==> src/rtl/matrix_scan_arbiter.sv <==
// Frame buffer and row-scan driver for the 8x8 RGB LED matrix.
// Two writers share the buffer through a round-robin arbiter. Rows are scanned with a blanking gap between them.
module matrix_scan_arbiter #(
  parameter int DIV   = 5000,
  parameter int BLANK = 2
) (
  input  logic       CLK,
  input  logic       clear,
  input  logic       req_a,
  input  logic       req_b,
  input  logic [2:0] row_a,
  input  logic [2:0] row_b,
  input  logic [7:0] r_a,
  input  logic [7:0] g_a,
  input  logic [7:0] b_a,
  input  logic [7:0] r_b,
  input  logic [7:0] g_b,
  input  logic [7:0] b_b,
  output logic       gnt_a,
  output logic       gnt_b,
  output logic [7:0] DATA_R,
  output logic [7:0] DATA_G,
  output logic [7:0] DATA_B,
  output logic [2:0] COMM,
  output logic       EN,
  output logic       frame_tick
);
  localparam logic [15:0] DIV_LAST   = 16'(DIV - 1);
  localparam logic [7:0]  BLANK_LAST = 8'(BLANK - 1);

  typedef enum logic {S_SHOW, S_BLANK} state_t;

  state_t      state_q, state_d;
  logic [15:0] div_cnt_q, div_cnt_d;
  logic [7:0]  blank_cnt_q, blank_cnt_d;
  logic [2:0]  row_q, row_d;
  logic        last_b_q, last_b_d;
  logic        gnt_a_q, gnt_a_d;
  logic        gnt_b_q, gnt_b_d;
  logic [23:0] fb_q [0:7];
  logic [23:0] fb_d [0:7];
  logic [23:0] data_q, data_d;
  logic [2:0]  comm_q, comm_d;
  logic        en_q, en_d;
  logic        tick_q, tick_d;
  logic        row_start;

  // last_b_q set means B won most recently, so A takes the next tie.
  always_comb begin
    gnt_a_d  = req_a & (~req_b | last_b_q);
    gnt_b_d  = req_b & ~gnt_a_d;
    last_b_d = last_b_q;
    if (gnt_a_d) begin
      last_b_d = 1'b0;
    end else if (gnt_b_d) begin
      last_b_d = 1'b1;
    end
    fb_d = fb_q;
    if (gnt_a_d) begin
      fb_d[row_a] = {r_a, g_a, b_a};
    end else if (gnt_b_d) begin
      fb_d[row_b] = {r_b, g_b, b_b};
    end
  end

  always_comb begin
    state_d     = state_q;
    div_cnt_d   = div_cnt_q;
    blank_cnt_d = blank_cnt_q;
    row_d       = row_q;
    row_start   = 1'b0;
    case (state_q)
      S_SHOW: begin
        if (div_cnt_q == DIV_LAST) begin
          state_d   = S_BLANK;
          div_cnt_d = '0;
        end else begin
          div_cnt_d = div_cnt_q + 16'd1;
        end
      end
      S_BLANK: begin
        if (blank_cnt_q == BLANK_LAST) begin
          blank_cnt_d = '0;
          row_d       = row_q + 3'd1;
          state_d     = S_SHOW;
          row_start   = 1'b1;
        end else begin
          blank_cnt_d = blank_cnt_q + 8'd1;
        end
      end
    endcase

    // Outputs are registered for the state being entered; a new row reads
    // the buffer including any write landing on the same edge.
    en_d   = (state_d == S_SHOW);
    comm_d = row_d;
    tick_d = row_start & (row_d == 3'd0);
    if (row_start) begin
      data_d = fb_d[row_d];
    end else if (en_d) begin
      data_d = fb_q[row_q];
    end else begin
      data_d = 24'hFF_FFFF;
    end
  end

  always_ff @(posedge CLK or posedge clear) begin
    if (clear) begin
      state_q     <= S_SHOW;
      div_cnt_q   <= '0;
      blank_cnt_q <= '0;
      row_q       <= '0;
      last_b_q    <= 1'b1;
      gnt_a_q     <= 1'b0;
      gnt_b_q     <= 1'b0;
      data_q      <= 24'hFF_FFFF;
      comm_q      <= '0;
      en_q        <= 1'b0;
      tick_q      <= 1'b0;
      for (int i = 0; i < 8; i++) begin
        fb_q[i] <= 24'hFF_FFFF;
      end
    end else begin
      state_q     <= state_d;
      div_cnt_q   <= div_cnt_d;
      blank_cnt_q <= blank_cnt_d;
      row_q       <= row_d;
      last_b_q    <= last_b_d;
      gnt_a_q     <= gnt_a_d;
      gnt_b_q     <= gnt_b_d;
      data_q      <= data_d;
      comm_q      <= comm_d;
      en_q        <= en_d;
      tick_q      <= tick_d;
      fb_q        <= fb_d;
    end
  end

  assign gnt_a      = gnt_a_q;
  assign gnt_b      = gnt_b_q;
  assign DATA_R     = data_q[23:16];
  assign DATA_G     = data_q[15:8];
  assign DATA_B     = data_q[7:0];
  assign COMM       = comm_q;
  assign EN         = en_q;
  assign frame_tick = tick_q;

endmodule

==> config.mk <==
export PLATFORM = sky130hd
export DESIGN_NAME = matrix_scan_arbiter
export DESIGN_NICKNAME = d
export VERILOG_FILES = /design/src/rtl/matrix_scan_arbiter.sv
export SDC_FILE = /design/constraint.sdc
export NUM_CORES = 1
export LEC_CHECK = 0
export ABC_CLOCK_PERIOD_IN_PS = 18800
export CORE_MARGIN = 1
export CORE_UTILIZATION = 55
export DETAILED_ROUTE_END_ITERATION = 7
export PLACE_DENSITY_LB_ADDON = 0.2
export SETUP_SLACK_MARGIN = 0.4
export SLEW_MARGIN = 20
export SYNTH_ARGS = -nofsm -noshare
export SYNTH_HDL_FRONTEND = slang
export SYNTH_SLANG_ARGS = --single-unit
==> constraint.sdc <==
create_clock -name CLK -period 18.8 [get_ports CLK]
set_input_delay 1.88 -clock CLK [delete_from_list [all_inputs] [get_ports CLK]]
set_output_delay 1.88 -clock CLK [all_outputs]
set_load 0.03 [all_outputs]
==> PnR_summary.wiki <==
{| class="wikitable"
! Metric !! Value
|-
| Crit share post-route || 27.0%
|-
| Most frequently used cell type in the post-synthesis netlist || dfstp_2
|-
| Share of synthesized area spent on multiplexers || 7.66%
|-
| Detailed-router iteration count before antenna repair || 8
|-
| Final setup violation count || 0
|-
| Final HPWL from detailed placement || between 20000 and 30000 µm
|-
| Number of antenna violations at the first check in global routing || 0
|-
| ANT nets after route || 0
|-
| CTS root buf || clkbuf_16
|-
| Number of max-cap violations || 0
|-
| Final max-slew violation count || 0
|-
| Minimum period implied by the final worst setup slack || between 5 and 6 ns
|-
| Compound-Gate Fraction of Synth Area || between 20 and 25%
|-
| Number of standard-cell rows in the floorplan || 60
|-
| Unrepaired setup endpoints after global routing || no
|-
| Number of enable flip-flop cells after synthesis || 0
|-
| Register-to-Register Setup Slack || ~15 ns
|-
| Ranking of synthesized cells by area || dfstp_2 38%, mux4_2 7.2%, dfrtp_1 5.3%, a221o_1 4.1%, inv_1 3.5%
|-
| Fraction of registers with async set or reset after synthesis || 100%
|-
| Number of antenna diodes || 0
|-
| Flops & latches, synth || approximately 250
|-
| Status || complete, no violations
|-
| Top-Level Pins || 89
|-
| Area growth, synth to finish || 11.9%
|-
| Type of the worst setup path || in -> reg
|-
| Number of gates given a new drive strength after cts || 0
|-
| Yosys top cell area share || approximately 38%
|-
| Vert. Die Dim || around 170 µm
|-
| Mapped cell area || ~0.015 mm²
|-
| Synth Flop Type || dfstp_2
|-
| Via density per instance || ~7.3
|-
| Clock tree from TritonCTS || yes
|-
| CORE AREA || approximately 0.027 mm²
|-
| Required @ worst endpoint || 19.27 ns
|-
| Headroom to the max-slew limit || approximately 15%
|-
| H-Tree Depth || 1
|-
| Initial DRC count || roughly 2000
|-
| Clock network latency to the later pin of the worst-skew pair || between 0.5 and 0.6 ns
|-
| Initial standard-cell utilization of the core || 55.9%
|-
| Largest fanout of any net on the critical path || 75
|-
| Total power || ~1.8 mW
|-
| Total GRT Usage || about a third
|-
| Biggest area consumer among synthesized cells || dfstp_2
|-
| Maximum achievable frequency || roughly 200 MHz
|-
| Placer congestion estimate || roughly 0.86
|-
| Share of synthesized area occupied by flip-flops and latches || between 40% and 50%
|-
| Sum of overflow across all layers after global routing || 0
|-
| Setup skew after layout || 0.00745 ns
|-
| Leading post-synthesis cells by instance count || 217 x dfstp_2, 141 x inv_1, 120 x clkbuf_1
|-
| Worst min-delay path class || reg -> reg
|-
| Hold bufs inserted after CTS || 0
|-
| Total CTS buffers || 28
|-
| Combinational family with the most area after synthesis || compound AO/OA/AOI/OAI gates
|-
| TNS Setup || 0 ns
|-
| Share of final-layout standard cells stronger than drive strength 1 || 26.9%
|-
| Number of clock sinks || about 250
|-
| Kind of start point of the critical path || input port
|-
| Global-route wire length before repair || ~75000 µm
|-
| Clock-pin slew on the worst setup and hold paths || 0.06 ns
|-
| Leak pwr || 6.55 nW
|-
| Post-route DRC || 0
|-
| Die boundary width || between 150 and 200 µm
|-
| XOR/XNOR share of the synthesized area || about 1.5%
|-
| PortBufs || about 90
|-
| Routed Wire Length || 48100 µm
|-
| Vias after detailed routing || around 13000
|-
| Pin count of the biggest net entering global routing || between 100 and 150
|-
| Crit path DAT || 5.55 ns
|-
| Detail-routed net length per standard cell || ~26 µm
|-
| Power density relative to cell area || 107 mW/mm²
|-
| Setup Buffers After CTS || 0
|-
| Synthesized net count || 1575
|-
| Unique cell type count in the Yosys netlist || 70
|-
| Gate count of the mapped netlist || ~1500
|-
| Vias in the first global route || between 10000 and 15000
|-
| Hold Vio Cnt, Final || 0
|-
| Die area || ~0.028 mm²
|-
| Avg Synthesized Cell Area || 9.93 µm²
|-
| Capturing element type of the critical path || flop
|-
| Share of synthesized cell area in full adder, half adder and majority cells || 0.333%
|-
| IR drop worst, VDD || between 0.06 and 0.07 mV
|-
| Net total in the final layout || 1529
|-
| Yosys warning total || 0
|-
| Worst Tran Pin Value || 1.28 ns
|-
| Simple-Gate Fraction of Synth Area || between 10% and 20%
|-
| Bufs on Longest Clock Path || 3
|}
-- layer usage --
metal | global-route usage [%] | wire (µm) | share of wire, %
met5 | 0 | 0 | 0
met4 | 17.6 | 2330 | 4.8
met3 | 5.11 | 5610 | 12
met2 | 53.5 | 21700 | 45
met1 | 46.3 | 18500 | 38
-- kinds of logic after synthesis --
logic type	count (synthesis)
buffers and inverters	340
muxes	54
DFF	249
and+or+nand+nor	441
AOI/OAI and AO/OA	401
adders and majority gates	4
xor gates and xnor gates	24
-- metrics by stage --
stage	util, %	area (µm²)	worst slack (ns)	instances	hold slack (ns)
3_5_place_dp	58.9	15800	12.92	1778	0.467
4_1_cts	62.5	16800	13.52	1829	0.475
5_1_grt	62.5	16800	13.60	1829	0.482
2_1_floorplan	-	15000	10.44	1513	0.445
6_report	62.5	16800	13.72	1829	0.469
3_3_place_gp	58.9	15800	13.04	1778	0.456
-- state kept, by name, indices dropped and copies added, names as in the netlist --
register,flops
state_q,1
COMM,3
blank_cnt_q,8
EN,1
gnt_b,1
div_cnt_q,16
gnt_a,1
data_q,24
fb_q,192
last_b_q,1
frame_tick,1
-- cell usage in the layout, fill, tap and decap left out, drive strengths merged, types with 16 or more instances in the layout --
cell type      count
a31oi             18
clkdlybuf4s50     87
a22o              44
a221oi            21
inv              142
a221o             62
nand4             78
and3              38
nor2              32
mux4              48
a21oi             34
a222oi            20
or2               20
nor3              64
nand2             67
dfstp            217
o311ai            72
a211oi            26
a21o              23
clkbuf            41
a22oi             18
dfrtp             32
nand3             95
a21boi            16
buf               34
o21ai             23
-- cell type report --
class,instances,area [µm²]
flip-flops and latches,249,6510
multi-input cells,924,7230
repair buffers,121,1120
well taps,341,427
clock inverters,10,125
clock buffers,41,841
inverters,143,549
fillers,2182,10100
-- report_power, final --
part	total, mW	switching (mW)	internal (mW)
Sequential	0.798	0.0557	0.742
Combinational	0.427	0.233	0.194
Clock	0.576	0.228	0.349
-- worst max-delay path, cell delays in order --
cell	delay, ns
clkdlybuf4s50_1	0.66
a21boi_4	0.24
buf_4	0.62
and2_1	1.09
o311ai_0	0.30
a221oi_1	0.39
a31oi_1	0.18
a21boi_1	0.17
-- worst paths after layout --
path | from | to | cells after the start
min in group asynchronous | clear | div_cnt_q[10]$_DFFE_PP0N_ | 2
min | fb_q[111]$_DFF_PP1_ | fb_q[111]$_DFF_PP1_ | 2
max | req_a | data_q[8]$_DFF_PP1_ | 8
max in group asynchronous | clear | COMM[0]$_DFF_PP0_ | 3
max reg2reg | COMM[1]$_DFF_PP0_ | data_q[8]$_DFF_PP1_ | 7
min reg2reg | fb_q[111]$_DFF_PP1_ | fb_q[111]$_DFF_PP1_ | 2
Note: power is estimated with default switching activity, not from simulation.
